<file path="src/rtl/piso_tx.sv">
// piso_tx: parallel-in serial-out transmitter, MSB first, valid/ready input
// handshake and a ser_en advance strobe for link pacing.
// Optional feature macro: PISO_PARITY_EN appends an even-parity bit after the LSB.
//
// state | meaning
// IDLE  | no frame in progress, ready for a word
// SHIFT | frame in progress, sreg MSB is on ser_out
module piso_tx #(
   parameter int WIDTH = 4
) (
   input  logic             clk,
   input  logic             rst,
   input  logic [WIDTH-1:0] in,
   input  logic             in_valid,
   output logic             in_ready,
   input  logic             ser_en,
   output logic             ser_out,
   output logic             ser_valid,
   output logic             ser_last,
   output logic             busy
);

`ifdef PISO_PARITY_EN
   localparam int FL = WIDTH + 1;
`else
   localparam int FL = WIDTH;
`endif
   localparam int CW = (FL > 2) ? $clog2(FL) : 1;

   typedef enum logic {IDLE = 1'b0, SHIFT = 1'b1} state_t;

   state_t          state;
   logic [FL-1:0]   sreg;
   logic [CW-1:0]   cnt;
   logic            last;
   logic            accept;
   logic [FL-1:0]   frame;

   // Frame image loaded on accept; parity is taken from the word as it arrives.
`ifdef PISO_PARITY_EN
   assign frame = {in, ^in};
`else
   assign frame = in;
`endif

   // Ready in IDLE, or on the edge that consumes the final bit (back-to-back).
   assign in_ready = !rst && ((state == IDLE) || (last && ser_en));
   assign accept   = in_valid && in_ready;

   assign ser_out   = sreg[FL-1];
   assign ser_valid = (state == SHIFT);
   assign busy      = (state == SHIFT);
   assign ser_last  = last;

   // Frame sequencer: load, shift on ser_en, finish or reload on the last bit.
   always_ff @(posedge clk) begin
      if (rst) begin
         state <= IDLE;
         sreg  <= '0;
         cnt   <= '0;
         last  <= 1'b0;
      end else begin
         case (state)
            IDLE: begin
               if (accept) begin
                  state <= SHIFT;
                  sreg  <= frame;
                  cnt   <= CW'(FL - 1);
                  last  <= 1'b0;
               end
            end
            SHIFT: begin
               if (ser_en) begin
                  if (last) begin
                     if (accept) begin
                        sreg <= frame;
                        cnt  <= CW'(FL - 1);
                        last <= 1'b0;
                     end else begin
                        // Shifting out the final bit leaves sreg all-zero,
                        // so ser_out idles low.
                        state <= IDLE;
                        sreg  <= {sreg[FL-2:0], 1'b0};
                        last  <= 1'b0;
                     end
                  end else begin
                     sreg <= {sreg[FL-2:0], 1'b0};
                     cnt  <= cnt - CW'(1);
                     last <= (cnt == CW'(1));
                  end
               end
            end
            default: begin
               state <= IDLE;
               sreg  <= '0;
               cnt   <= '0;
               last  <= 1'b0;
            end
         endcase
      end
   end

endmodule

</file>
<file path="config.mk">
export PLATFORM = sky130hd
export DESIGN_NAME = piso_tx
export DESIGN_NICKNAME = d
export VERILOG_FILES = /design/src/rtl/piso_tx.sv
export SDC_FILE = /design/constraint.sdc
export NUM_CORES = 1
export LEC_CHECK = 0
export CAP_MARGIN = 20
export CORE_AREA = 2 2 39 41
export CTS_CLUSTER_DIAMETER = 150
export DETAILED_ROUTE_END_ITERATION = 8
export DIE_AREA = 0 0 41 43
export GPL_ROUTABILITY_DRIVEN = 1
export PLACE_DENSITY = 0.6
export SLEW_MARGIN = 20
export SYNTH_ARGS = -nofsm -noshare
export SYNTH_HDL_FRONTEND = slang
export SYNTH_SLANG_ARGS = --single-unit
</file>
<file path="constraint.sdc">
create_clock -name clk -period 1.15 [get_ports clk]
set_input_delay 0.1725 -clock clk [delete_from_list [all_inputs] [get_ports clk]]
set_output_delay 0.1725 -clock clk [all_outputs]
set_load 0.005 [all_outputs]
</file>
==> flow_summary.html <==
<table>
<tr><th>Metric</th><th>Value</th></tr>
<tr><th colspan="2">Synth</th></tr>
<tr><td>Cell count after synthesis</td><td>55</td></tr>
<tr><td>Syn_nets</td><td>64</td></tr>
<tr><td>Post-Syn Area</td><td>478 um^2</td></tr>
<tr><td>Top cell type by total area after synthesis</td><td>dfxtp_1</td></tr>
<tr><td>Mean cell area of the mapped netlist</td><td>approximately 8.7 um^2</td></tr>
<tr><td>Number of enable flip-flop cells after synthesis</td><td>0</td></tr>
<tr><td>Synth Register Bits</td><td>8</td></tr>
<tr><td>Synthesis Warnings</td><td>0</td></tr>
<tr><td>Proportion of synthesized chip area in sequential cells</td><td>0.335</td></tr>
<tr><td>Most common flop cell mapped by yosys</td><td>dfxtp_1</td></tr>
<tr><td>Number of distinct library cells after synthesis</td><td>26</td></tr>
<tr><td>Most used standard cells in the synthesized netlist</td><td>dfxtp_1, nand3_1, nor3_1, o21ai_0</td></tr>
<tr><td>Cells taking the most area after synthesis</td><td>dfxtp_1, a311oi_1, buf_4, nand3_1, nor3_1</td></tr>
<tr><td>Share of flip-flops with an asynchronous set or reset</td><td>0</td></tr>
<tr><td>Share of the synthesized area in the top cell type</td><td>0.335</td></tr>
<tr><td>Count leader, synth</td><td>dfxtp_1</td></tr>
<tr><th colspan="2">Route</th></tr>
<tr><td>Violation count after the first detailed-routing iteration</td><td>10</td></tr>
<tr><td>Via/cell ratio</td><td>roughly 5.4</td></tr>
<tr><td>Aggregate routed wire length</td><td>about 1200 um</td></tr>
<tr><td>Vias after detailed routing</td><td>roughly 500</td></tr>
<tr><td>Antenna-violating nets left</td><td>0</td></tr>
<tr><td>First-pass detailed-route iteration total</td><td>4</td></tr>
<tr><td>Post-detailed-route DRC marker count</td><td>0</td></tr>
<tr><td>Wire per inst</td><td>between 10 and 15 um</td></tr>
<tr><th colspan="2">Die</th></tr>
<tr><td>Number of ports placed on the die boundary</td><td>13</td></tr>
<tr><td>Width of the die</td><td>roughly 40 um</td></tr>
<tr><td>Initial core utilization</td><td>0.345</td></tr>
<tr><td>Die height</td><td>~43 um</td></tr>
<tr><td>Placeable core region</td><td>1380 um^2</td></tr>
<tr><td>Die area</td><td>roughly 1800 um^2</td></tr>
<tr><td>Num rows</td><td>14</td></tr>
<tr><th colspan="2">CTS</th></tr>
<tr><td>Sinks on Clock Net</td><td>8</td></tr>
<tr><td>Clock tree from TritonCTS</td><td>done</td></tr>
<tr><td>Count of hold-fix buffers inserted at cts</td><td>0</td></tr>
<tr><td>CTS Buf Count</td><td>3</td></tr>
<tr><td>Worst skew pair latency</td><td>around 0.26 ns</td></tr>
<tr><td>Reg clk slew, reported paths</td><td>0.06 ns</td></tr>
<tr><td>Number of buffers on the longest clock path</td><td>2</td></tr>
<tr><td>Clock Root Buffer</td><td>clkbuf_4</td></tr>
<tr><td>H-tree levels</td><td>1</td></tr>
<tr><th colspan="2">Power and ir drop</th></tr>
<tr><td>LEAKAGE</td><td>approximately 0.31 nW</td></tr>
<tr><td>Power consumption</td><td>~0.74 mW</td></tr>
<tr><td>Total power density per cell area</td><td>about 1000 nW/um^2</td></tr>
<tr><td>Power share of the clock group</td><td>0.303</td></tr>
<tr><td>Switch share</td><td>0.277</td></tr>
<tr><td>Comb power frac</td><td>0.270</td></tr>
<tr><td>Worst voltage drop across the vdd grid</td><td>320 uV</td></tr>
<tr><td>Int Pwr</td><td>between 0.5 and 0.6 mW</td></tr>
<tr><td>P_sw</td><td>0.204 mW</td></tr>
<tr><td>Sequential share of power</td><td>0.427</td></tr>
<tr><th colspan="2">Setup path</th></tr>
<tr><td>Required time of the critical path</td><td>1.28 ns</td></tr>
<tr><td>Worst flop-to-flop path startpoint</td><td>busy</td></tr>
<tr><td>Biggest fanout along the worst timing path</td><td>7</td></tr>
<tr><td>CP Capture Type</td><td>register</td></tr>
<tr><td>RR Endpoint</td><td>sreg[3]</td></tr>
<tr><td>Reg2Reg Depth</td><td>5</td></tr>
<tr><td>Crit path DAT</td><td>between 1 and 1.5 ns</td></tr>
<tr><td>Critical Path Start</td><td>busy</td></tr>
<tr><td>Startpoint class of the critical path</td><td>register</td></tr>
<tr><td>Internal reg-to-reg setup slack</td><td>-0.12 ns</td></tr>
<tr><td>Type of the worst setup path</td><td>register to register</td></tr>
<tr><th colspan="2">Place</th></tr>
<tr><td>Final weighted congestion in routability-driven placement</td><td>0.722</td></tr>
<tr><td>Post-detail-place hpwl</td><td>761 um</td></tr>
<tr><td>Count of buffers from port buffering</td><td>12</td></tr>
<tr><td>Placement Cell Area</td><td>632 um^2</td></tr>
<tr><td>Setup slack at placement</td><td>-0.459 ns</td></tr>
<tr><th colspan="2">STA</th></tr>
<tr><td>Min Clock Period, post-route</td><td>between 1 and 1.5 ns</td></tr>
<tr><td>Slew at the pin closest to its max-slew limit</td><td>0.268 ns</td></tr>
<tr><td>Count of endpoints failing hold in the final timing report</td><td>0</td></tr>
<tr><td>Final setup viols</td><td>6</td></tr>
<tr><td>Unrepaired setup endpoints after global routing</td><td>true</td></tr>
<tr><td>Final worst-path setup slack</td><td>-0.116 ns</td></tr>
<tr><td>Worst Clk Skew</td><td>a little over 0.008 ns</td></tr>
<tr><td>Sum Neg Setup Slack</td><td>-0.455 ns</td></tr>
<tr><td>Max Freq</td><td>790 MHz</td></tr>
<tr><td>Portion of the clock cycle consumed by the worst path in the final layout</td><td>1.10</td></tr>
<tr><td>Worst hold slack after final layout</td><td>0.315 ns</td></tr>
<tr><td>Max Slew Vio Count</td><td>0</td></tr>
<tr><td>Max_slew headroom</td><td>0.819</td></tr>
<tr><th colspan="2">Layout</th></tr>
<tr><td>Post-route standard cell area excluding fillers</td><td>739 um^2</td></tr>
<tr><td>Sequential cell area</td><td>between 150 and 200 um^2</td></tr>
<tr><td>Count of filler cells inserted in the layout</td><td>136</td></tr>
<tr><td>Diodes inserted</td><td>0</td></tr>
<tr><td>Final net count</td><td>88</td></tr>
<tr><td>Relative area change from synthesis to final layout</td><td>54.7%</td></tr>
<tr><td>Multi-input combinational cell area</td><td>307 um^2</td></tr>
<tr><td>Layout cells sized above 1</td><td>0.338</td></tr>
<tr><th colspan="2">Global routing</th></tr>
<tr><td>Number of global-route vias before repair</td><td>between 400 and 500</td></tr>
<tr><td>Wire length of the first global-routing pass</td><td>around 1900 um</td></tr>
<tr><td>Total global-route track usage</td><td>0.157</td></tr>
<tr><td>Global-route congestion overflow total</td><td>0</td></tr>
<tr><td>Pin count of the biggest net entering global routing</td><td>11</td></tr>
<tr><td>Initial antenna violation count</td><td>0</td></tr>
<tr><th colspan="2">Worst hold path</th></tr>
<tr><td>Class of the tightest hold or removal check</td><td>input pin to register</td></tr>
<tr><td>Hold Path End</td><td>busy</td></tr>
<tr><td>Launch instance of the worst min-delay path</td><td>in_valid</td></tr>
<tr><td>Hold-critical path depth</td><td>3</td></tr>
<tr><th colspan="2">Run status</th></tr>
<tr><td>Status</td><td>finished with violations</td></tr>
<tr><td>Violated checks</td><td>setup timing</td></tr>
<tr><th colspan="2">Job</th></tr>
<tr><td>Number of maximum-capacitance constraint violations</td><td>0</td></tr>
</table>
-- state kept, by name, summed over array words and instances, names as in the netlist --
| register | count |
|---|---|
| ser_last | 1 |
| sreg | 4 |
| busy | 1 |
| cnt | 2 |
-- area by class of cell --
| cell class | count | share of cell area |
|---|---|---|
| clock buffer | 3 | 0.0305 |
| inverter | 2 | 0.0102 |
| multi-input combinational | 40 | 0.415 |
| sequential | 8 | 0.220 |
| tap | 16 | 0.0271 |
| timing repair buffer | 24 | 0.298 |
-- power groups by stage --
stage                     registers (mW)  clock network [mW]  logic [mW]
after floorplan                    0.318                   0      0.0986
after global placement             0.317                   0       0.168
after detailed placement           0.318                   0       0.168
after CTS                          0.313               0.230       0.190
after global routing               0.317               0.238       0.218
final                              0.315               0.223       0.199
-- routing by layer --
| layer | vias up | track usage | share of wire |
|---|---|---|---|
| met1 | 239 | 0.181 | 0.45 |
| met5 | - | 0 | 0 |
| met3 | 2 | 0.0157 | 0.051 |
| li1 | 246 | - | - |
| met2 | 17 | 0.247 | 0.48 |
| met4 | 0 | 0.120 | 0.018 |
-- through the flow --
| step | std cells | util |
|---|---|---|
| after floorplan | 55 | - |
| after global placement | 85 | 0.457 |
| after detailed placement | 85 | 0.457 |
| after CTS | 92 | 0.517 |
| after global routing | 93 | 0.534 |
| final | 93 | 0.534 |
-- logic make-up (layout without fill, tap and decap cells) --
family          count (synthesis)  after routing  synth area share
simple gates                   25             25             0.343
buf+inv                         7             29            0.0968
fa+ha+maj                       1              1            0.0262
mux                             1              1            0.0209
compound gates                 13             13             0.178
flops                           8              8             0.335
-- critical path, stage by stage, from the launching register on --
cell      delay, ns
dfxtp_2        0.33
buf_6          0.12
buf_8          0.12
or3b_4         0.39
nand2_4        0.08
a311oi_1       0.08
-- worst max path at each step --
stage	end	slack, ns	cells after the start
finish	sreg[3]	-0.12	5
global route	sreg[2]	-0.14	5
CTS	in_ready	-0.14	3
detailed placement	in_ready	-0.46	4
global placement	in_ready	-0.48	4
floorplan	cnt[1]	0.09	4
-- timing repair --
action | CTS | global route
cloned | 0 | 0
endpoints found under the setup margin | 10 | 11
buffers inserted | 4 | 1
pin swaps | 6 | 3
resized for setup | 20 | 7
-- cell usage in the layout, fill, tap and decap left out, drive strengths merged, types with 3 or more instances in the layout --
| master | netlist | layout |
|---|---|---|
| o21ai | 4 | 4 |
| buf | 5 | 12 |
| nand3 | 4 | 4 |
| nand2 | 3 | 3 |
| dfxtp | 8 | 8 |
| clkbuf | 0 | 4 |
| dlygate4sd2 | 0 | 5 |
| nor2 | 3 | 3 |
| nor3 | 4 | 4 |
| clkdlybuf4s50 | 0 | 4 |
| a311oi | 3 | 3 |
No activity file was read; power rests on OpenSTA's default activity.
